--- config.mk ---
export PLATFORM = sky130hd
export DESIGN_NAME = vga_sync_decoder
export DESIGN_NICKNAME = d
export VERILOG_FILES = /design/src/rtl/pong_pkg.sv /design/src/rtl/sync_axis_counter.sv /design/src/rtl/vga_sync_decoder.sv
export SDC_FILE = /design/constraint.sdc
export NUM_CORES = 1
export LEC_CHECK = 0
export CAP_MARGIN = 10
export CORE_MARGIN = 2
export CORE_UTILIZATION = 58
export DETAILED_ROUTE_END_ITERATION = 8
export PLACE_DENSITY = 0.78
export SETUP_SLACK_MARGIN = 0.5
export SYNTH_ARGS = -nofsm -noshare
export SYNTH_HDL_FRONTEND = slang
export SYNTH_SLANG_ARGS = --single-unit
export TNS_END_PERCENT = 30
--- constraint.sdc ---
create_clock -name clk_i -period 6.8 [get_ports clk_i]
set_input_delay 0.68 -clock clk_i [delete_from_list [all_inputs] [get_ports clk_i]]
set_output_delay 0.68 -clock clk_i [all_outputs]
set_load 0.005 [all_outputs]
--- src/rtl/pong_pkg.sv ---
// pong_pkg: types and 640x480 timing constants shared by vga_sync and vga_sync_decoder.
// Ports: none. Provides sync_data_t, init_speed_t, dec_state_e, timing constants,
//   the decoder counter width, and a sync polarity normalisation helper.
package pong_pkg;

  // Sync bundle as produced by vga_sync and consumed by the decoder.
  typedef struct packed {
    logic h_sync;
    logic v_sync;
    logic video_on;
  } sync_data_t;

  typedef struct packed {
    logic [3:0] x;
    logic [3:0] y;
  } init_speed_t;

  typedef enum logic [1:0] {
    UNLOCKED = 2'd0,
    ACQUIRE  = 2'd1,
    LOCKED   = 2'd2
  } dec_state_e;

  localparam int VGA_H_VISIBLE = 640;
  localparam int VGA_H_FRONT   = 16;
  localparam int VGA_H_SYNC    = 96;
  localparam int VGA_H_BACK    = 48;
  localparam int VGA_V_VISIBLE = 480;
  localparam int VGA_V_FRONT   = 10;
  localparam int VGA_V_SYNC    = 2;
  localparam int VGA_V_BACK    = 33;

  localparam int               CNT_W   = 11;
  localparam logic [CNT_W-1:0] CNT_MAX = '1;

  // Returns 1 when the sync line is in its asserted state.
  function automatic logic sync_active(input logic level, input logic active_low);
    return active_low ? ~level : level;
  endfunction

endpackage

--- src/rtl/sync_axis_counter.sv ---
// sync_axis_counter: leading-edge detect, saturating 11-bit position counter, length check.
// Ports: step_i advances all state; sync_act_i is the normalised sync level; check_i enables
//   the length check; cnt_nxt_o, edge_o and len_err_o are this step's combinational results.
module sync_axis_counter
  import pong_pkg::*;
#(
  parameter int TOTAL = 800
) (
  input  logic             clk_i,
  input  logic             rst_n_i,
  input  logic             step_i,
  input  logic             sync_act_i,
  input  logic             check_i,
  output logic [CNT_W-1:0] cnt_nxt_o,
  output logic             edge_o,
  output logic             len_err_o
);

  localparam logic [CNT_W:0] LEN = (CNT_W+1)'(TOTAL);

  logic             r_prev;
  logic [CNT_W-1:0] r_cnt;

  assign edge_o = step_i && sync_act_i && !r_prev;

  // A clean period covers counts 0..TOTAL-1, so the count seen at the restart is TOTAL-1.
  assign len_err_o = edge_o && check_i && (({1'b0, r_cnt} + 1'b1) != LEN);

  always_comb begin
    cnt_nxt_o = r_cnt;
    if (edge_o) begin
      cnt_nxt_o = '0;
    end else if (step_i && (r_cnt != CNT_MAX)) begin
      cnt_nxt_o = r_cnt + 1'b1;
    end
  end

  always_ff @(posedge clk_i) begin
    if (!rst_n_i) begin
      r_prev <= 1'b0;
      r_cnt  <= '0;
    end else if (step_i) begin
      r_prev <= sync_act_i;
      r_cnt  <= cnt_nxt_o;
    end
  end

endmodule

--- src/rtl/vga_sync_decoder.sv ---
// vga_sync_decoder: recovers pixel position from h_sync/v_sync/video_on and checks timing lock.
// Ports: clk_i/rst_n_i (sync, active-low), pix_en_i pixel tick, sync_i bundle under test;
//   outputs are registered and describe the pixel sampled on the previous pix_en tick.
module vga_sync_decoder
  import pong_pkg::*;
#(
  parameter int H_VISIBLE       = VGA_H_VISIBLE,
  parameter int H_FRONT         = VGA_H_FRONT,
  parameter int H_SYNC          = VGA_H_SYNC,
  parameter int H_BACK          = VGA_H_BACK,
  parameter int V_VISIBLE       = VGA_V_VISIBLE,
  parameter int V_FRONT         = VGA_V_FRONT,
  parameter int V_SYNC          = VGA_V_SYNC,
  parameter int V_BACK          = VGA_V_BACK,
  parameter int SYNC_ACTIVE_LOW = 1,
  parameter int LOCK_FRAMES     = 2
) (
  input  logic       clk_i,
  input  logic       rst_n_i,
  input  logic       pix_en_i,
  input  sync_data_t sync_i,
  output logic [9:0] pos_x_o,
  output logic [9:0] pos_y_o,
  output logic       pos_valid_o,
  output logic       frame_start_o,
  output logic       locked_o,
  output logic       h_len_err_o,
  output logic       v_len_err_o,
  output logic       de_err_o,
  output logic [7:0] err_cnt_o
);

  localparam int H_TOTAL = H_VISIBLE + H_FRONT + H_SYNC + H_BACK;
  localparam int V_TOTAL = V_VISIBLE + V_FRONT + V_SYNC + V_BACK;

  dec_state_e       r_state, w_state_nxt;
  logic [3:0]       r_good, w_good_nxt;
  logic             w_h_act, w_v_act, w_check;
  logic [CNT_W-1:0] w_h_cnt_nxt, w_v_cnt_nxt;
  logic             w_h_edge, w_v_edge, w_h_err, w_v_err;
  logic [CNT_W-1:0] w_x, w_y;
  logic             w_vis, w_lock_nxt, w_de_err, w_fs;
  logic [8:0]       w_err_sum;
  logic [7:0]       w_err_nxt;

  logic [9:0] r_pos_x, r_pos_y;
  logic       r_pos_valid, r_fs, r_h_err, r_v_err, r_de_err;
  logic [7:0] r_err_cnt;

  assign w_h_act = sync_active(sync_i.h_sync, SYNC_ACTIVE_LOW != 0);
  assign w_v_act = sync_active(sync_i.v_sync, SYNC_ACTIVE_LOW != 0);
  assign w_check = (r_state != UNLOCKED);

  sync_axis_counter #(.TOTAL(H_TOTAL)) u_h_axis (
    .clk_i      (clk_i),
    .rst_n_i    (rst_n_i),
    .step_i     (pix_en_i),
    .sync_act_i (w_h_act),
    .check_i    (w_check),
    .cnt_nxt_o  (w_h_cnt_nxt),
    .edge_o     (w_h_edge),
    .len_err_o  (w_h_err)
  );

  // The vertical axis only sees v_sync at horizontal leading edges, so it counts lines.
  sync_axis_counter #(.TOTAL(V_TOTAL)) u_v_axis (
    .clk_i      (clk_i),
    .rst_n_i    (rst_n_i),
    .step_i     (w_h_edge),
    .sync_act_i (w_v_act),
    .check_i    (w_check),
    .cnt_nxt_o  (w_v_cnt_nxt),
    .edge_o     (w_v_edge),
    .len_err_o  (w_v_err)
  );

  always_ff @(posedge clk_i) begin
    if (!rst_n_i) begin
      r_state <= UNLOCKED;
      r_good  <= '0;
    end else begin
      r_state <= w_state_nxt;
      r_good  <= w_good_nxt;
    end
  end

  // Errors take priority over a frame completing, so an error on the final
  // acquisition frame still lands in UNLOCKED.
  always_comb begin
    w_state_nxt = r_state;
    w_good_nxt  = r_good;
    case (r_state)
      UNLOCKED: begin
        if (w_v_edge) begin
          w_state_nxt = ACQUIRE;
          w_good_nxt  = '0;
        end
      end
      ACQUIRE: begin
        if (w_h_err || w_v_err) begin
          w_state_nxt = UNLOCKED;
        end else if (w_v_edge) begin
          w_good_nxt = r_good + 4'd1;
          if (({1'b0, r_good} + 5'd1) == 5'(LOCK_FRAMES)) begin
            w_state_nxt = LOCKED;
          end
        end
      end
      LOCKED: begin
        if (w_h_err || w_v_err) begin
          w_state_nxt = UNLOCKED;
        end
      end
      default: w_state_nxt = UNLOCKED;
    endcase
  end

  // Window tests use unsigned wrap: counts before the visible start wrap to large values.
  always_comb begin
    w_x        = w_h_cnt_nxt - CNT_W'(H_SYNC + H_BACK);
    w_y        = w_v_cnt_nxt - CNT_W'(V_SYNC + V_BACK);
    w_vis      = (w_x < CNT_W'(H_VISIBLE)) && (w_y < CNT_W'(V_VISIBLE));
    w_lock_nxt = (w_state_nxt == LOCKED);
    w_de_err   = pix_en_i && w_lock_nxt && (sync_i.video_on != w_vis);
    w_fs       = pix_en_i && w_lock_nxt && (w_x == '0) && (w_y == '0);
    w_err_sum  = {1'b0, r_err_cnt} + 9'(w_h_err) + 9'(w_v_err) + 9'(w_de_err);
    w_err_nxt  = w_err_sum[8] ? 8'hFF : w_err_sum[7:0];
  end

  always_ff @(posedge clk_i) begin
    if (!rst_n_i) begin
      r_pos_x     <= '0;
      r_pos_y     <= '0;
      r_pos_valid <= 1'b0;
      r_fs        <= 1'b0;
      r_h_err     <= 1'b0;
      r_v_err     <= 1'b0;
      r_de_err    <= 1'b0;
      r_err_cnt   <= '0;
    end else begin
      // Pulses are rewritten every clk so they never outlast one cycle.
      r_fs     <= w_fs;
      r_h_err  <= w_h_err;
      r_v_err  <= w_v_err;
      r_de_err <= w_de_err;
      if (pix_en_i) begin
        r_pos_x     <= w_x[9:0];
        r_pos_y     <= w_y[9:0];
        r_pos_valid <= w_lock_nxt && w_vis;
        r_err_cnt   <= w_err_nxt;
      end
    end
  end

  assign pos_x_o       = r_pos_x;
  assign pos_y_o       = r_pos_y;
  assign pos_valid_o   = r_pos_valid;
  assign frame_start_o = r_fs;
  assign locked_o      = (r_state == LOCKED);
  assign h_len_err_o   = r_h_err;
  assign v_len_err_o   = r_v_err;
  assign de_err_o      = r_de_err;
  assign err_cnt_o     = r_err_cnt;

endmodule

==> results.json, run 1 <==
{
  "areaGrowthSynthToFinish_pct": 14.6,
  "combPwrFrac_pct": 9.2,
  "cts_resized": 0,
  "swShare_pct": 23.3,
  "hold_viol_final": 0,
  "p_leak_uw": 0.00163,
  "synth_cell_types": 80,
  "total_power_uw": 837,
  "synth_top_area_share_pct": 29.6,
  "power_switching_uw": 195,
  "port-buffer-count": 39,
  "ctsLongestPathBuffers": 2,
  "grt_pass1_wl_um": 17400,
  "cp.depth": 21,
  "whs_endpoint": "pos_y_o[9]$_SDFFE_PN0P_",
  "fin_tns_setup_ns": 0,
  "start_kind": "input pin",
  "outcome": "finished, final reports clean",
  "clkLatencyLatePin_ns": 0.34,
  "syn_nets": 505,
  "wirelength_um": 10800,
  "route.met2.wl_um": 4900,
  "crit_buf_inv": 3,
  "crit_fanout": 33,
  "path_clk_slew_ns": 0.07,
  "grt_max_degree": 47,
  "start_util_pct": 59.4,
  "seq_power_share_pct": 43.7,
  "max_clock_freq_mhz": 173,
  "rows": 30,
  "grt_util_all_layers_pct": 29.5,
  "hold_depth": 2,
  "coreArea_um2": 6720,
  "critical_path.cell_chain": "clkdlybuf4s50_1, buf_4, and4_1, nand4_1, o211a_1, inv_1, ha_1, o31a_1, a32oi_1, a211oi_1, xnor2_1, o41ai_2, nor4_4, mux2i_1, fa_1, ha_1, fa_1, nand3_1, nor2_1, nand3_1, a21oi_1",
  "top_layer": "met4",
  "die-area_um2": 7560,
  "diodes": 0,
  "synth.largest_area_cell": "dfxtp_1",
  "r2r_slack_ns": 1.11,
  "slew_violations": 0,
  "fin_ws_ns": 1.03,
  "drive_gt1_share_pct": 8.56,
  "dr_wl_met3_um": 928,
  "pre_cts_slack_ns": 0.714,
  "globalplace.congestion": 0.892,
  "setup_viol": 0,
  "layout_common_cells": "nor2_1, dfxtp_1, clkdlybuf4s50_1, nand2_1, nor3_1",
  "antenna_found_initial": 0,
  "reg2reg_from": "u_v_axis.r_cnt[0]$_SDFFE_PN0N_",
  "ys_seq_elements": 59,
  "synth_flop_cell": "dfxtp_1",
  "worstSetupPathType": "in2reg",
  "ys_seq_area_share_pct": 29.6,
  "vias_per_cell": 6.61,
  "fin_skew_ns": 0.00985,
  "overflow": 0,
  "holdCritPathClass": "reg2reg",
  "r2r-end": "err_cnt_o[4]$_SDFFE_PN0P_",
  "syn-cell-area_um2": 3990,
  "fin_crit_sh_pct": 84.8,
  "grt_pass1_vias": 3595,
  "cts_sinks": 59,
  "postCtsSetupBuffers": 0,
  "ant_nets": 0,
  "drt_iter0_drc": 296,
  "hold_start": "pos_y_o[9]$_SDFFE_PN0P_",
  "drc_errors": 0,
  "fillers": 559,
  "crit_family": "adder cells",
  "dp_hpwl_um": 7490,
  "ys_async_sr_fraction_pct": 0,
  "cp.arrival_ns": 5.97,
  "cp.required_ns": 7.01,
  "internal_power_uw": 642,
  "drt_first_pass_iters": 7,
  "tightest_slew_ns": 0.913,
  "synth_area_leaders": "dfxtp_1, nor2_1, xnor2_1, ha_1, nor3_1",
  "ir_worst_vdd_mv": 0.103,
  "cts_hold_buf": 0,
  "synth_cells": 486,
  "critPathMaxStageDelay_ns": 0.60,
  "wirelength_met1_um": 4760,
  "h-tree-depth": 3,
  "rsz0062_at_grt": "no",
  "crit_slowest_cell": "clkdlybuf4s50_1",
  "routedWlPerCell_um": 18.1,
  "layout_commonest_cell": "nor2_1",
  "numCtsBuffers": 9,
  "relSlewSlack_pct": 38.7,
  "clkPwrFrac_pct": 47.1,
  "end_kind": "flop",
  "drv_cap": 0,
  "synth-edff-count": 0,
  "ctsRootBufferMaster": "clkbuf_8",
  "die_y_um": 87.0,
  "yosysWarnings": 0,
  "io_pins": 40,
  "tritoncts": "done",
  "vias": 3927,
  "syn_avg_cell_area_um2": 8.22,
  "die_w_um": 87.0,
  "nets": 528,
  "power.density_nw_per_um2": 183,
  "post-route-min-period_ns": 5.77,
  "r2r_cells": 19
}
## area by class of cell
type                       count  area (µm²)  share of cell area (%)
multi-input combinational    377        2550                    55.7
inverter                      16        60.1                    1.31
clock inverter                 5         100                    2.19
tap                           80         100                    2.19
clock buffer                  11         141                    3.09
sequential                    59        1180                    25.8
timing repair buffer          46         443                    9.68
## logic make-up (layout without fill, tap and decap cells)
kind of cell | Yosys count | after routing | synth area share, %
buf+inv | 50 | 78 | 6.55
fa+ha+maj | 13 | 13 | 4.45
simple gates | 212 | 212 | 29.1
compound gates | 115 | 115 | 21.9
flops | 59 | 59 | 29.6
xor+xnor | 28 | 28 | 6.14
mux | 9 | 9 | 2.26
## stage by stage
step                      utilization (%)  std cells  cell area, µm²  hold WS [ns]
after floorplan                         -        486            3990         0.438
after global placement               64.5        578            4330         0.462
after detailed placement             64.5        578            4330         0.479
after CTS                            68.1        594            4580         0.488
after global routing                 68.1        594            4580         0.512
final                                68.1        594            4580         0.486
## worst register-to-register path, cell delays in order, from the launching register on
cell and delay [ns]:
dfxtp_1 0.55, ha_1 0.38, nand3_2 0.21, o31a_1 0.52
xnor2_1 0.22, nor2_1 0.24, ha_1 0.34, a31oi_1 0.11
and3_1 0.28, nor4_4 0.28, o41ai_2 0.15, nor4_4 0.37
mux2i_1 0.28, fa_1 0.46, ha_1 0.23, fa_1 0.41
nand3_1 0.17, nor2_1 0.08, nand3_1 0.19, a21oi_1 0.10
## synthesized netlist by cell type (8+ instances only)
| library cell | instances |
|---|---|
| o21ai_0 | 16 |
| a21oi_1 | 17 |
| ha_1 | 11 |
| clkbuf_1 | 14 |
| xnor2_1 | 20 |
| nand4_1 | 11 |
| nand3_1 | 19 |
| inv_1 | 16 |
| nor2_1 | 62 |
| mux2i_1 | 9 |
| nor4_1 | 9 |
| nor3_1 | 25 |
| a31oi_1 | 12 |
| nand2_1 | 31 |
| xor2_1 | 8 |
| dfxtp_1 | 59 |
| a211oi_1 | 14 |
## how the worst max path moves through the flow
stage | start | endpoint | slack, ns
final | pix_en_i | err_cnt_o[4]$_SDFFE_PN0P_ | 1.03
after global routing | pix_en_i | err_cnt_o[1]$_SDFFE_PN0P_ | 0.66
after CTS | pix_en_i | err_cnt_o[0]$_SDFFE_PN0P_ | 1.05
after detailed placement | pix_en_i | err_cnt_o[2]$_SDFFE_PN0P_ | 0.71
after global placement | pix_en_i | err_cnt_o[5]$_SDFFE_PN0P_ | 0.88
after floorplan | pix_en_i | err_cnt_o[0]$_SDFFE_PN0P_ | 1.79
## power by group through the flow
stage / clock network [µW] / logic (µW) / registers, µW
floorplan: 0 / 49.1 / 371
global placement: 0 / 74.7 / 373
detailed placement: 0 / 76.1 / 373
CTS: 399 / 77.0 / 366
global route: 414 / 84.1 / 367
finish: 394 / 77.2 / 366
## flip-flops by register name, summed over array words and instances (netlist names)
signal and flops:
de_err_o 1, v_len_err_o 1, r_state 2, pos_valid_o 1, err_cnt_o 8, u_v_axis.r_prev 1, r_good 4, pos_x_o 10
u_v_axis.r_cnt 11, h_len_err_o 1, frame_start_o 1, u_h_axis.r_prev 1, pos_y_o 10, u_h_axis.r_cnt 7
## per-layer routing
metal	GRT usage (%)	vias to the layer above
li1	-	1847
met1	39.7	1853
met2	46.9	207
met3	6.07	20
met4	10.4	0
met5	0	-
(Power assumes the default switching activity.)
==> inputs of run 2 (changes only) <==
==> constraint.sdc (replaced) <==
create_clock -name clk_i -period 5.9 [get_ports clk_i]
set_input_delay 0.59 -clock clk_i [delete_from_list [all_inputs] [get_ports clk_i]]
set_output_delay 0.59 -clock clk_i [all_outputs]
set_load 0.005 [all_outputs]
==> results.json, run 2 (synthesis gave the netlist of run 1 again) <==
{
  "outcome": "finished, final reports clean",
  "critical_path.cell_chain": "ha_2, and4_2, and4_2, o21ai_0, a21oi_2, inv_1, ha_2, o31a_1, a32oi_1, a211oi_1, xnor2_1, o41ai_4, nor4_4, mux2i_1, fa_1, ha_1, fa_1, nand3_1, nor2_1, nand3_2, a21oi_1",
  "r2r_slack_ns": 0.72,
  "dp_hpwl_um": 7340,
  "start_util_pct": 59.4,
  "drc_errors": 0,
  "drt_first_pass_iters": 5,
  "grt_util_all_layers_pct": 28.4,
  "port-buffer-count": 39,
  "vias_per_cell": 6.54,
  "tritoncts": "done",
  "routedWlPerCell_um": 17.6,
  "antenna_found_initial": 0,
  "h-tree-depth": 3,
  "grt_max_degree": 47,
  "max_clock_freq_mhz": 193,
  "start_kind": "flop",
  "path_clk_slew_ns": 0.07,
  "vias": 3915,
  "crit_slowest_cell": "fa_1",
  "p_leak_uw": 0.00164,
  "worst_hold_slack_ns": 0.472,
  "r2r-end": "err_cnt_o[2]$_SDFFE_PN0P_",
  "io_pins": 40,
  "layout_common_cells": "nor2_1, dfxtp_1, clkdlybuf4s50_1, nand2_1, nor3_1",
  "postCtsSetupBuffers": 0,
  "die_w_um": 87.0,
  "setup_viol": 0,
  "die-area_um2": 7560,
  "fin_crit_sh_pct": 87.7,
  "die_y_um": 87.0,
  "overflow": 0,
  "critPathLaunch": "pos_x_o[0]$_SDFFE_PN0P_",
  "worstSetupPathType": "reg2reg",
  "top_register": "u_v_axis.r_cnt",
  "drv_cap": 0,
  "r2r_cells": 21,
  "placed_cells": 584,
  "clkLatencyLatePin_ns": 0.34,
  "combPwrFrac_pct": 10.8,
  "fin_tns_setup_ns": 0,
  "layout_commonest_cell": "nor2_1",
  "ant_nets": 0,
  "crit_end": "err_cnt_o[2]$_SDFFE_PN0P_",
  "hold_viol_final": 0,
  "drt_iter0_drc": 384,
  "holdCritPathClass": "reg2reg",
  "end_kind": "flop",
  "swShare_pct": 26.9,
  "cts_hold_buf": 0,
  "largest_reg_flops": 11,
  "globalplace.congestion": 0.970,
  "nets": 534,
  "fin_skew_ns": 0.0109,
  "diodes": 0,
  "finalNonFillerCells": 599,
  "ctsRootBufferMaster": "clkbuf_8",
  "numCtsBuffers": 9,
  "internal_power_uw": 624,
  "power_switching_uw": 230,
  "coreArea_um2": 6720,
  "relSlewSlack_pct": 39.5,
  "total_power_uw": 853,
  "rows": 30,
  "wirelength_um": 10500,
  "drive_gt1_share_pct": 12.3,
  "areaGrowthSynthToFinish_pct": 15.4,
  "ctsLongestPathBuffers": 2,
  "grt_pass1_vias": 3529,
  "slew_violations": 0,
  "rsz0062_at_grt": "no",
  "crit_fanout": 9,
  "power.density_nw_per_um2": 185,
  "grt_pass1_wl_um": 17000,
  "seq_power_share_pct": 49.4,
  "ir_worst_vdd_mv": 0.123,
  "reg2reg_from": "pos_x_o[0]$_SDFFE_PN0P_",
  "cp.arrival_ns": 5.38,
  "tightest_slew_ns": 0.900,
  "clkPwrFrac_pct": 39.8,
  "post-route-min-period_ns": 5.18,
  "cp.required_ns": 6.10,
  "critPathMaxStageDelay_ns": 0.46,
  "cts_sinks": 59
}
## run 2: changes by cell type in the layout (fill, tap and decap cells not counted), sizes merged
cell / before / now
clkinv: 2 / 3
buf: 7 / 13
clkdlybuf4s50: 39 / 38
dlymetal6s2s: 0 / 1
clkinvlp: 0 / 1
bufinv: 3 / 0
## run 2: routing by layer
layer  wire (µm)  up-vias  track usage [%]  share of wire (%)
met1        4860     1851             40.4                 46
li1            -     1859                -                  -
met4         168        0             10.8                1.6
met5           0        -                0                  0
met3         816       20             5.97                7.8
met2        4680      185             42.0                 44
## run 2: repair_timing
action	4_1_cts	5_1_grt
setup endpoints to repair	7	8
resized for setup	6	11
pin swaps	2	2
hold endpoints to repair	0	0
## run 2: power groups by stage
stage                     registers, µW  logic, µW  clock network (µW)
after floorplan                     427       56.6                   0
after global placement              429       88.8                   0
after detailed placement            430       90.3                   0
after CTS                           421       91.3                 346
after global routing                423        100                 363
final                               421       92.2                 340
## run 2: area by class of cell
type | instances | area [µm²]
clock buffer | 11 | 151
clock inverter | 4 | 26.3
fill | 551 | 2110
inverter | 16 | 60.1
multi-input combinational | 377 | 2590
sequential | 59 | 1190
tap | 80 | 100
timing repair buffer | 52 | 490
## run 2: worst min-delay path by stage
stage	end	depth (start not counted)	slack, ns	startpoint
6_report	r_good[3]$_SDFFE_PN0P_	1	0.47	r_good[3]$_SDFFE_PN0P_
5_1_grt	pos_y_o[4]$_SDFFE_PN0P_	2	0.50	pos_y_o[4]$_SDFFE_PN0P_
4_1_cts	r_good[3]$_SDFFE_PN0P_	1	0.48	r_good[3]$_SDFFE_PN0P_
3_5_place_dp	r_good[3]$_SDFFE_PN0P_	1	0.47	r_good[3]$_SDFFE_PN0P_
3_3_place_gp	r_good[3]$_SDFFE_PN0P_	1	0.45	r_good[3]$_SDFFE_PN0P_
2_1_floorplan	r_good[3]$_SDFFE_PN0P_	1	0.44	r_good[3]$_SDFFE_PN0P_
## run 2: critical path, delay by kind of cell (launching register included)
| kind | cells | cell delay, ns |
|---|---|---|
| fa+ha+maj | 5 | 1.58 |
| simple gates | 6 | 1.24 |
| compound gates | 7 | 1.23 |
| flops | 1 | 0.38 |
| mux | 1 | 0.28 |
| xor+xnor | 1 | 0.22 |
| buf+inv | 1 | 0.10 |
## run 2: stage by stage
| step | setup WS [ns] | instance area (µm²) | util, % |
|---|---|---|---|
| 6_report | 0.724 | 4610 | 68.6 |
| 3_3_place_gp | 0.335 | 4380 | 65.2 |
| 2_1_floorplan | 0.981 | 3990 | - |
| 5_1_grt | 0.509 | 4610 | 68.6 |
| 3_5_place_dp | 0.103 | 4380 | 65.2 |
| 4_1_cts | 0.596 | 4580 | 68.2 |
==> inputs of run 3 (changes only) <==
--- a/config.mk
+++ b/config.mk
@@ -5,11 +5,12 @@
 export SDC_FILE = /design/constraint.sdc
 export NUM_CORES = 1
 export LEC_CHECK = 0
+export ABC_AREA = 1
 export CAP_MARGIN = 10
 export CORE_MARGIN = 2
-export CORE_UTILIZATION = 58
+export CORE_UTILIZATION = 57
 export DETAILED_ROUTE_END_ITERATION = 8
-export PLACE_DENSITY = 0.78
+export PLACE_DENSITY = 0.77
 export SETUP_SLACK_MARGIN = 0.5
 export SYNTH_ARGS = -nofsm -noshare
 export SYNTH_HDL_FRONTEND = slang
==> results.json, run 3 <==
{
  "hold_viol_final": 0,
  "port-buffer-count": 39,
  "fin_util_pct": 68.4,
  "ys_seq_elements": 59,
  "slew_violations": 0,
  "layout_commonest_cell": "nand2_1",
  "synth_flop_cell": "dfxtp_1",
  "ctsRootBufferMaster": "clkbuf_8",
  "ctsLongestPathBuffers": 2,
  "start_util_pct": 58.5,
  "die_y_um": 84.5,
  "vias": 3495,
  "synth_cells": 555,
  "holdCritPathClass": "reg2reg",
  "cts_sinks": 59,
  "synth_cell_types": 43,
  "grt_pass1_wl_um": 14600,
  "end_kind": "flop",
  "grt_pass1_vias": 3336,
  "grt_util_all_layers_pct": 25.1,
  "ys_async_sr_fraction_pct": 0,
  "yosysWarnings": 0,
  "max_clock_freq_mhz": 211,
  "die-area_um2": 7140,
  "outcome": "finished, final reports clean",
  "numCtsBuffers": 9,
  "syn_avg_cell_area_um2": 6.66,
  "drive_gt1_share_pct": 9.58,
  "fin_tns_setup_ns": 0,
  "tightest_slew_ns": 0.819,
  "power.density_nw_per_um2": 246,
  "worstSetupPathType": "in2reg",
  "synth_area_leaders": "dfxtp_1, nand2_1, inv_1, nor2_1, nand3_1",
  "crit_fanout": 16,
  "largest_reg_flops": 11,
  "globalplace.congestion": 0.906,
  "routedWlPerCell_um": 12.7,
  "post-route-min-period_ns": 4.74,
  "cp.arrival_ns": 4.95,
  "postCtsSetupBuffers": 0,
  "grt_max_degree": 42,
  "synth_most_common_cell": "nand2_1",
  "drv_cap": 0,
  "ant_nets": 0,
  "syn-cell-area_um2": 3700,
  "drt_first_pass_iters": 4,
  "cts_hold_buf": 0,
  "rows": 29,
  "setup_viol": 0,
  "nets": 609,
  "ir_worst_vdd_mv": 0.197,
  "areaGrowthSynthToFinish_pct": 16.8,
  "total_power_uw": 1060,
  "tritoncts": "done",
  "synth-edff-count": 0,
  "h-tree-depth": 3,
  "coreArea_um2": 6310,
  "p_leak_uw": 0.00209,
  "dp_hpwl_um": 6290,
  "relSlewSlack_pct": 45.3,
  "antenna_found_initial": 0,
  "top_register": "u_v_axis.r_cnt",
  "clkLatencyLatePin_ns": 0.35,
  "cts_resized": 0,
  "layout_common_cells": "nand2_1, inv_1, nor2_1, dfxtp_1, clkdlybuf4s50_1",
  "rsz0062_at_grt": "no",
  "path_clk_slew_ns": 0.07,
  "cp.required_ns": 6.12,
  "fin_crit_sh_pct": 80.3,
  "vias_per_cell": 5.20,
  "io_pins": 40,
  "drt_iter0_drc": 146,
  "synth_top_area_share_pct": 32.0,
  "diodes": 0,
  "synth.largest_area_cell": "dfxtp_1",
  "synthTopCellsByCount": "nand2_1, inv_1, nor2_1, dfxtp_1, nand3_1",
  "die_w_um": 84.5,
  "fin_skew_ns": 0.00763,
  "overflow": 0,
  "drc_errors": 0,
  "wirelength_um": 8560,
  "syn_nets": 574,
  "ys_seq_area_share_pct": 32.0,
  "start_kind": "input pin"
}
[run 3: cell count changes after synthesis, sizes merged, moves of 9 or more]
cell,previous run,this run
buf,19,8
nor3,26,8
xnor2,20,2
o211ai,3,13
nor4,12,0
a31oi,12,3
nor2,62,82
nand3,21,42
mux2i,9,0
nand2,31,149
a211oi,16,2
inv,16,91
[run 3: path summary, 6_finish.rpt]
check / start / cells after the start / endpoint / slack [ns]
worst max-delay path: pix_en_i / 28 / err_cnt_o[1]$_SDFFE_PN0P_ / 1.16
worst min register to register: pos_y_o[9]$_SDFFE_PN0P_ / 2 / pos_y_o[9]$_SDFFE_PN0P_ / 0.48
worst min-delay path: pos_y_o[9]$_SDFFE_PN0P_ / 2 / pos_y_o[9]$_SDFFE_PN0P_ / 0.48
worst max register to register: u_v_axis.r_cnt[0]$_SDFFE_PN0N_ / 26 / err_cnt_o[1]$_SDFFE_PN0P_ / 1.38
[run 3: layer usage]
metal	up-vias	global-route usage, %	share of wire, %	routed length, µm
li1	1817	-	-	-
met3	18	7.57	4.5	389
met4	0	8.66	2.1	176
met2	84	41.9	47	4000
met5	-	0	0	0
met1	1576	31.0	47	4000
[run 3: final cells by class]
| class | count | area, µm² |
|---|---|---|
| Multi-Input combinational cell | 388 | 2070 |
| Fill cell | 563 | 2000 |
| Sequential cell | 59 | 1180 |
| Timing Repair Buffer | 41 | 405 |
| Inverter | 91 | 344 |
| Clock buffer | 12 | 145 |
| Tap cell | 77 | 96.3 |
| Clock inverter | 4 | 73.8 |
[run 3: cell families after synthesis]
logic type | share of synthesized area (%)
adders and majority gates | 4.81
xor gates and xnor gates | 3.79
buffers and inverters | 12.0
and+or+nand+nor | 37.6
AOI/OAI and AO/OA | 9.85
DFF | 32.0
[run 3: where the power goes]
| group | switching [µW] | internal (µW) | total (µW) |
|---|---|---|---|
| combinational | 130 | 82.8 | 213 |
| clock | 162 | 250 | 412 |
| sequential | 18.5 | 420 | 439 |
[run 3: critical path, cell delays in order]
cell             delay (ns)
clkdlybuf4s50_1        0.49
inv_2                  0.13
nor2_8                 0.14
nand2_4                0.15
inv_4                  0.21
nand3_1                0.10
nand2_1                0.14
nor2_4                 0.07
ha_1                   0.21
inv_1                  0.05
nand2_1                0.09
o21ai_2                0.24
nand2_1                0.09
nand2_1                0.06
nand2_1                0.07
nor2_4                 0.14
nand3_1                0.08
nand2_1                0.07
nand3_2                0.07
inv_1                  0.08
fa_1                   0.42
ha_1                   0.22
fa_1                   0.36
nand2_1                0.11
nor2_1                 0.07
and3_1                 0.17
nand3_1                0.19
a31oi_1                0.12
[run 3: through the flow]
step | hold WS (ns) | worst slack, ns | instance area (µm²) | std cells
6_report | 0.479 | 1.16 | 4320 | 672
5_1_grt | 0.517 | 0.719 | 4320 | 672
4_1_cts | 0.485 | 1.16 | 4320 | 672
3_5_place_dp | 0.464 | 0.819 | 4100 | 656
3_3_place_gp | 0.460 | 0.938 | 4100 | 656
2_1_floorplan | 0.444 | 1.82 | 3700 | 555
==> RTL edit 1: new RTL, flow settings as in run 3 <==
Change the package constant `CNT_W` from 11 to 13.
--- a/src/rtl/pong_pkg.sv
+++ b/src/rtl/pong_pkg.sv
@@ -31,5 +31,5 @@
   localparam int VGA_V_BACK    = 33;
 
-  localparam int               CNT_W   = 11;
+  localparam int               CNT_W   = 13;
   localparam logic [CNT_W-1:0] CNT_MAX = '1;
 
Check against the original RTL: no difference found for any inputs over 10 cycles, from zero or initial values and one cycle with rst_n_i low; that may be too few to reach the edited logic, so the function may still have changed.
==> RTL edit 1 against run 3 <==
Design area grew 11%. Synthesized area grew 12%. Clock skew grew 0.0034 ns. Sequential cell count grew 4. Critical path type unchanged. Combinational power grew 16%. Setup slack lost 0.11 ns. Core utilization shrank 1.1 points. Register-to-register slack lost 0.02 ns. Final cell count grew 13%. Routed wire length grew 19%. Total power grew 6.2%.
==> RTL edit 1: results (changes against run 3) <==
result of the run = completed
Synthesized Nets = 638 (+11%)
routed wl met2 = 4.73 mm (+18%)
routed len/inst = 13.4 um (+5.2%)
P_int = 778 uW (+3.4%)
grt met1 use = 36.0% (+5.0 points)
transition time at the pin with the least slew margin = 0.564 ns (-0.255 ns)
First DRT Iteration DRCs = 202 (+38%)
critical path's largest stage delay = 0.51 ns (+0.02 ns)
Via Count = 3,985 (+14%)
detailed placement HPWL = 7.44 mm (+18%)
Top reg by flops = u_v_axis.r_cnt
Global Route met3 Usage = 6.37% (-1.2 points)
number of distinct library cell variants in the gate-level netlist after synthesis = 40 (-7.0%)
CP max-delay cell = sky130_fd_sc_hd__fa_1
first-pass iteration count of the detailed router = 5 (+1)
pin count of the biggest net entering global routing = 49 (+17%)
VDD IR-drop max = 0.000151 V (-23%)
H-tree lvl count = 3 (unchanged)
number of global-route vias before repair = 3,674 (+10%)
portion of the post-synthesis area used by sequential elements = 30.4% (-1.6 points)
PnR Total Power = 1.13 mW (+6.2%)
commonest cells in the synthesized netlist = sky130_fd_sc_hd__nand2_1, sky130_fd_sc_hd__inv_1, sky130_fd_sc_hd__nor2_1
met1 WL = 4.74 mm (+19%)
leakage power = 2.32 nW (+11%)
layout cell share with drive strength beyond 1 = 12.7% (+3.2 points)
maximum clock skew at final layout = 0.0110 ns (+0.00340 ns)
sequential group share of total power = 41.4% (about the same)
placer congestion estimate = 1.01 (+12%)
max FFs per register = 13 (+2)
number of nets in the layout = 673 (+11%)
first-pass GRT wire length = 16.9 mm (+16%)
dominant cells by area after synthesis = sky130_fd_sc_hd__dfxtp_1, sky130_fd_sc_hd__nand2_1, sky130_fd_sc_hd__inv_1
aggregate global-route resource usage = 27.1% (+1.9 points)
Post-Place Setup Slack = 0.712 ns (-0.107 ns)
met2 Usage GRT = 43.6% (+1.8 points)
## RTL edit 1: cell types whose count changed in the layout (fill, tap and decap cells not counted), moves of 6 or more
cell	delta
sky130_fd_sc_hd__nand3_1	+7
sky130_fd_sc_hd__nand2_2	+7
sky130_fd_sc_hd__nand2_1	+10
sky130_fd_sc_hd__o21ai_0	+11
sky130_fd_sc_hd__nand3_2	+6
## RTL edit 1: metrics by stage
step                      std cells  area (sq um)  utilization (%)
after floorplan                 619          4150                -
after global placement          742          4590             64.3
after detailed placement        742          4590             64.3
after CTS                       758          4800             67.3
after global routing            758          4800             67.3
final                           758          4800             67.3
## RTL edit 1: kinds of logic (layout without fill, tap and decap cells)
logic type / after synthesis / count (layout) / share of synthesized area [%]
compound gates: 66 / 66 / 9.28
simple gates: 345 / 345 / 40.7
flops: 63 / 63 / 30.4
fa+ha+maj: 13 / 13 / 4.28
buf+inv: 113 / 153 / 11.1
xor+xnor: 19 / 19 / 4.19
## RTL edit 1: final timing paths
| check | from | end | slack (ns) | cells past startpoint |
|---|---|---|---|---|
| min | u_v_axis.r_prev | u_v_axis.r_prev | 0.47 | 2 |
| min reg2reg | u_v_axis.r_prev | u_v_axis.r_prev | 0.47 | 2 |
| max | pix_en_i | err_cnt_o[7] | 1.05 | 26 |
| max reg2reg | u_v_axis.r_cnt[0] | err_cnt_o[7] | 1.36 | 26 |
## RTL edit 1: worst register-to-register path: cells and delay by family, from the launching register on
family,cells,cell delay [ns]
compound gates,2,0.46
xor+xnor,1,0.15
fa+ha+maj,5,1.37
buf+inv,3,0.18
flops,1,0.41
simple gates,15,1.91
## RTL edit 1: layout make-up
type                       count  area [sq um]
sequential                    63          1260
inverter                      94           353
clock buffer                  10           128
timing repair buffer          43           420
multi-input combinational    443          2430
tap                           99           124
clock inverter                 6          85.1
fill                         648          2340
==> RTL edit 2: new RTL, config.mk and constraints of run 3 <==
Made on the original files. Make the reset (`rst_n_i`) asynchronous in 3 clocked blocks.
--- a/src/rtl/sync_axis_counter.sv
+++ b/src/rtl/sync_axis_counter.sv
@@ -36,5 +36,5 @@
   end
 
-  always_ff @(posedge clk_i) begin
+  always_ff @(posedge clk_i or negedge rst_n_i) begin
     if (!rst_n_i) begin
       r_prev <= 1'b0;
--- a/src/rtl/vga_sync_decoder.sv
+++ b/src/rtl/vga_sync_decoder.sv
@@ -75,5 +75,5 @@
   );
 
-  always_ff @(posedge clk_i) begin
+  always_ff @(posedge clk_i or negedge rst_n_i) begin
     if (!rst_n_i) begin
       r_state <= UNLOCKED;
@@ -128,5 +128,5 @@
   end
 
-  always_ff @(posedge clk_i) begin
+  always_ff @(posedge clk_i or negedge rst_n_i) begin
     if (!rst_n_i) begin
       r_pos_x     <= '0;
Formal check against the unedited RTL: differs if rst_n_i is asserted again (counterexample within 4 cycles, from zero or initial values and one cycle with rst_n_i low); with rst_n_i held inactive, the same outputs for 10 cycles.
==> RTL edit 2 against run 3 <==
Routed wire length is 3.8% higher. Maximum frequency is 1.4% lower. Design area is 8.3% higher. Setup slack worse by 0.069 ns. Critical endpoint is now err_cnt_o[1]. Sequential cell count stayed put. Synthesized area is 8.3% higher. Global-route usage is 0.31 points higher. Count of clock-buffer cells in the layout is 1 higher.
Power is not compared: it rests on default switching activity, and its combinational part moved more than twofold at a synthesized area within 25%.
==> RTL edit 2: results (changes against run 3) <==
result of the run = completed
count of port buffers added during placement = 39 (unchanged)
min-delay worst type = primary input to asynchronous set/reset pin
CP max-delay cell = sky130_fd_sc_hd__clkdlybuf4s50_1
commonest cells in the synthesized netlist = sky130_fd_sc_hd__nand2_1, sky130_fd_sc_hd__inv_1, sky130_fd_sc_hd__dfrtp_1
ys flop type = sky130_fd_sc_hd__dfrtp_1
portion of the post-synthesis area used by sequential elements = 36.9% (+4.9 points)
Post-Place Setup Slack = 0.657 ns (-0.162 ns)
pin count of the biggest net entering global routing = 60 (+43%)
number of nets in the layout = 599 (-1.6%)
maximum clock skew at final layout = 0.00960 ns (+0.00198 ns)
routed len/inst = 13.1 um (+2.5%)
Inserted Diodes = 0 (unchanged)
grt met1 use = 31.4% (+0.44 points)
number of distinct library cell variants in the gate-level netlist after synthesis = 47 (+9.3%)
Via Count = 3,526 (+0.89%)
pins over their slew limit = 0 (unchanged)
CP Data Arrival Time = 5.01 ns (+0.06 ns)
slew margin rel. = 50.0% (+4.8 points)
register clock-pin slew on the reported worst setup and hold paths = 0.07 ns (about the same)
Cell Count, Final, Fillers Out = 681 (+1.3%)
critical path's largest stage delay = 0.55 ns (+0.06 ns)
Global Route met3 Usage = 4.34% (-3.2 points)
first-pass iteration count of the detailed router = 4 (unchanged)
Synthesized Nets = 561 (-2.3%)
critical-path maximum fanout = 29 (+13)
number of buffers between clock root and the deepest sink = 2 (unchanged)
cell area after placement = 4430 sq um (+8.0%)
First DRT Iteration DRCs = 134 (-8.2%)
proportion of register bits with asynchronous set or reset after synthesis = 100% (+100 points)
mean post-synth cell area = 7.38 sq um (+11%)
dominant cells by area after synthesis = sky130_fd_sc_hd__dfrtp_1, sky130_fd_sc_hd__nand2_1, sky130_fd_sc_hd__inv_1
f_max = 208 MHz (-1.4%)
Top reg by flops = u_v_axis.r_cnt
H-tree lvl count = 3 (unchanged)
first-pass GRT wire length = 15.3 mm (+5.1%)
met2 Usage GRT = 44.4% (+2.5 points)
max capacitance violation total = 0 (unchanged)
DP Cell Count = 665 (+1.4%)
aggregate global-route resource usage = 25.5% (+0.31 points)
leakage power = 2.36 nW
Worst Hold Margin = 0.377 ns (-0.102 ns)
VDD IR-drop max = 0.000227 V
detailed placement HPWL = 6.55 mm (+4.2%)
placer congestion estimate = 0.892 (-1.6%)
max FFs per register = 11 (unchanged)
layout cell share with drive strength beyond 1 = 13.8% (+4.3 points)
-- RTL edit 2: area by class of cell --
cell class	count	area, sq um
fill	579	2120
tap	96	120
timing repair buffer	41	400
clock inverter	3	67.6
clock buffer	13	179
sequential	59	1480
multi-input combinational	390	2130
inverter	79	307
-- RTL edit 2: power by group --
part / switching (mW) / internal (mW)
Clock: 0.165 / 0.284
Sequential: 0.106 / 0.510
Combinational: 0.445 / 0.313
Total: 0.716 / 1.11
-- RTL edit 2: final timing paths --
| check | start | slack, ns | end | cells past startpoint |
|---|---|---|---|---|
| max | pix_en_i | 1.09 | err_cnt_o[1] | 24 |
| min | rst_n_i | 0.38 | pos_x_o[4] | 2 |
| max reg2reg | pos_x_o[0] | 1.24 | err_cnt_o[1] | 28 |
| min reg2reg | pos_y_o[1] | 0.49 | pos_y_o[1] | 2 |
| max in group asynchronous | rst_n_i | 5.01 | u_h_axis.r_prev | 2 |
| min in group clk_i | pos_y_o[1] | 0.49 | pos_y_o[1] | 2 |
-- RTL edit 2: cell families after synthesis --
logic type | share of synthesized area [%]
AO/OA/AOI/OAI | 8.47
XOR/XNOR | 2.81
adder cells (fa/ha/maj) | 4.44
buffers and inverters | 9.94
flip-flops | 36.9
AND/OR/NAND/NOR | 37.4
-- RTL edit 2: what timing repair did --
item | CTS | global route
hold endpoints to repair | 0 | 0
resized for setup | 0 | 2
setup endpoints to repair | 0 | 1
buffers inserted | 0 | 0
-- RTL edit 2: per-layer routing --
metal	vias up	part of all wire, %
li1	1788	-
met1	1664	45
met2	57	50
met3	17	3.6
met4	0	1.8
met5	-	0
-- RTL edit 2: worst register-to-register path, delay by kind of cell (launching register included) --
kind                       cells  cell delay, ns
AOI/OAI and AO/OA              2            0.28
DFF                            1            0.46
and+or+nand+nor               19            2.12
adders and majority gates      5            1.55
buffers and inverters          2            0.14
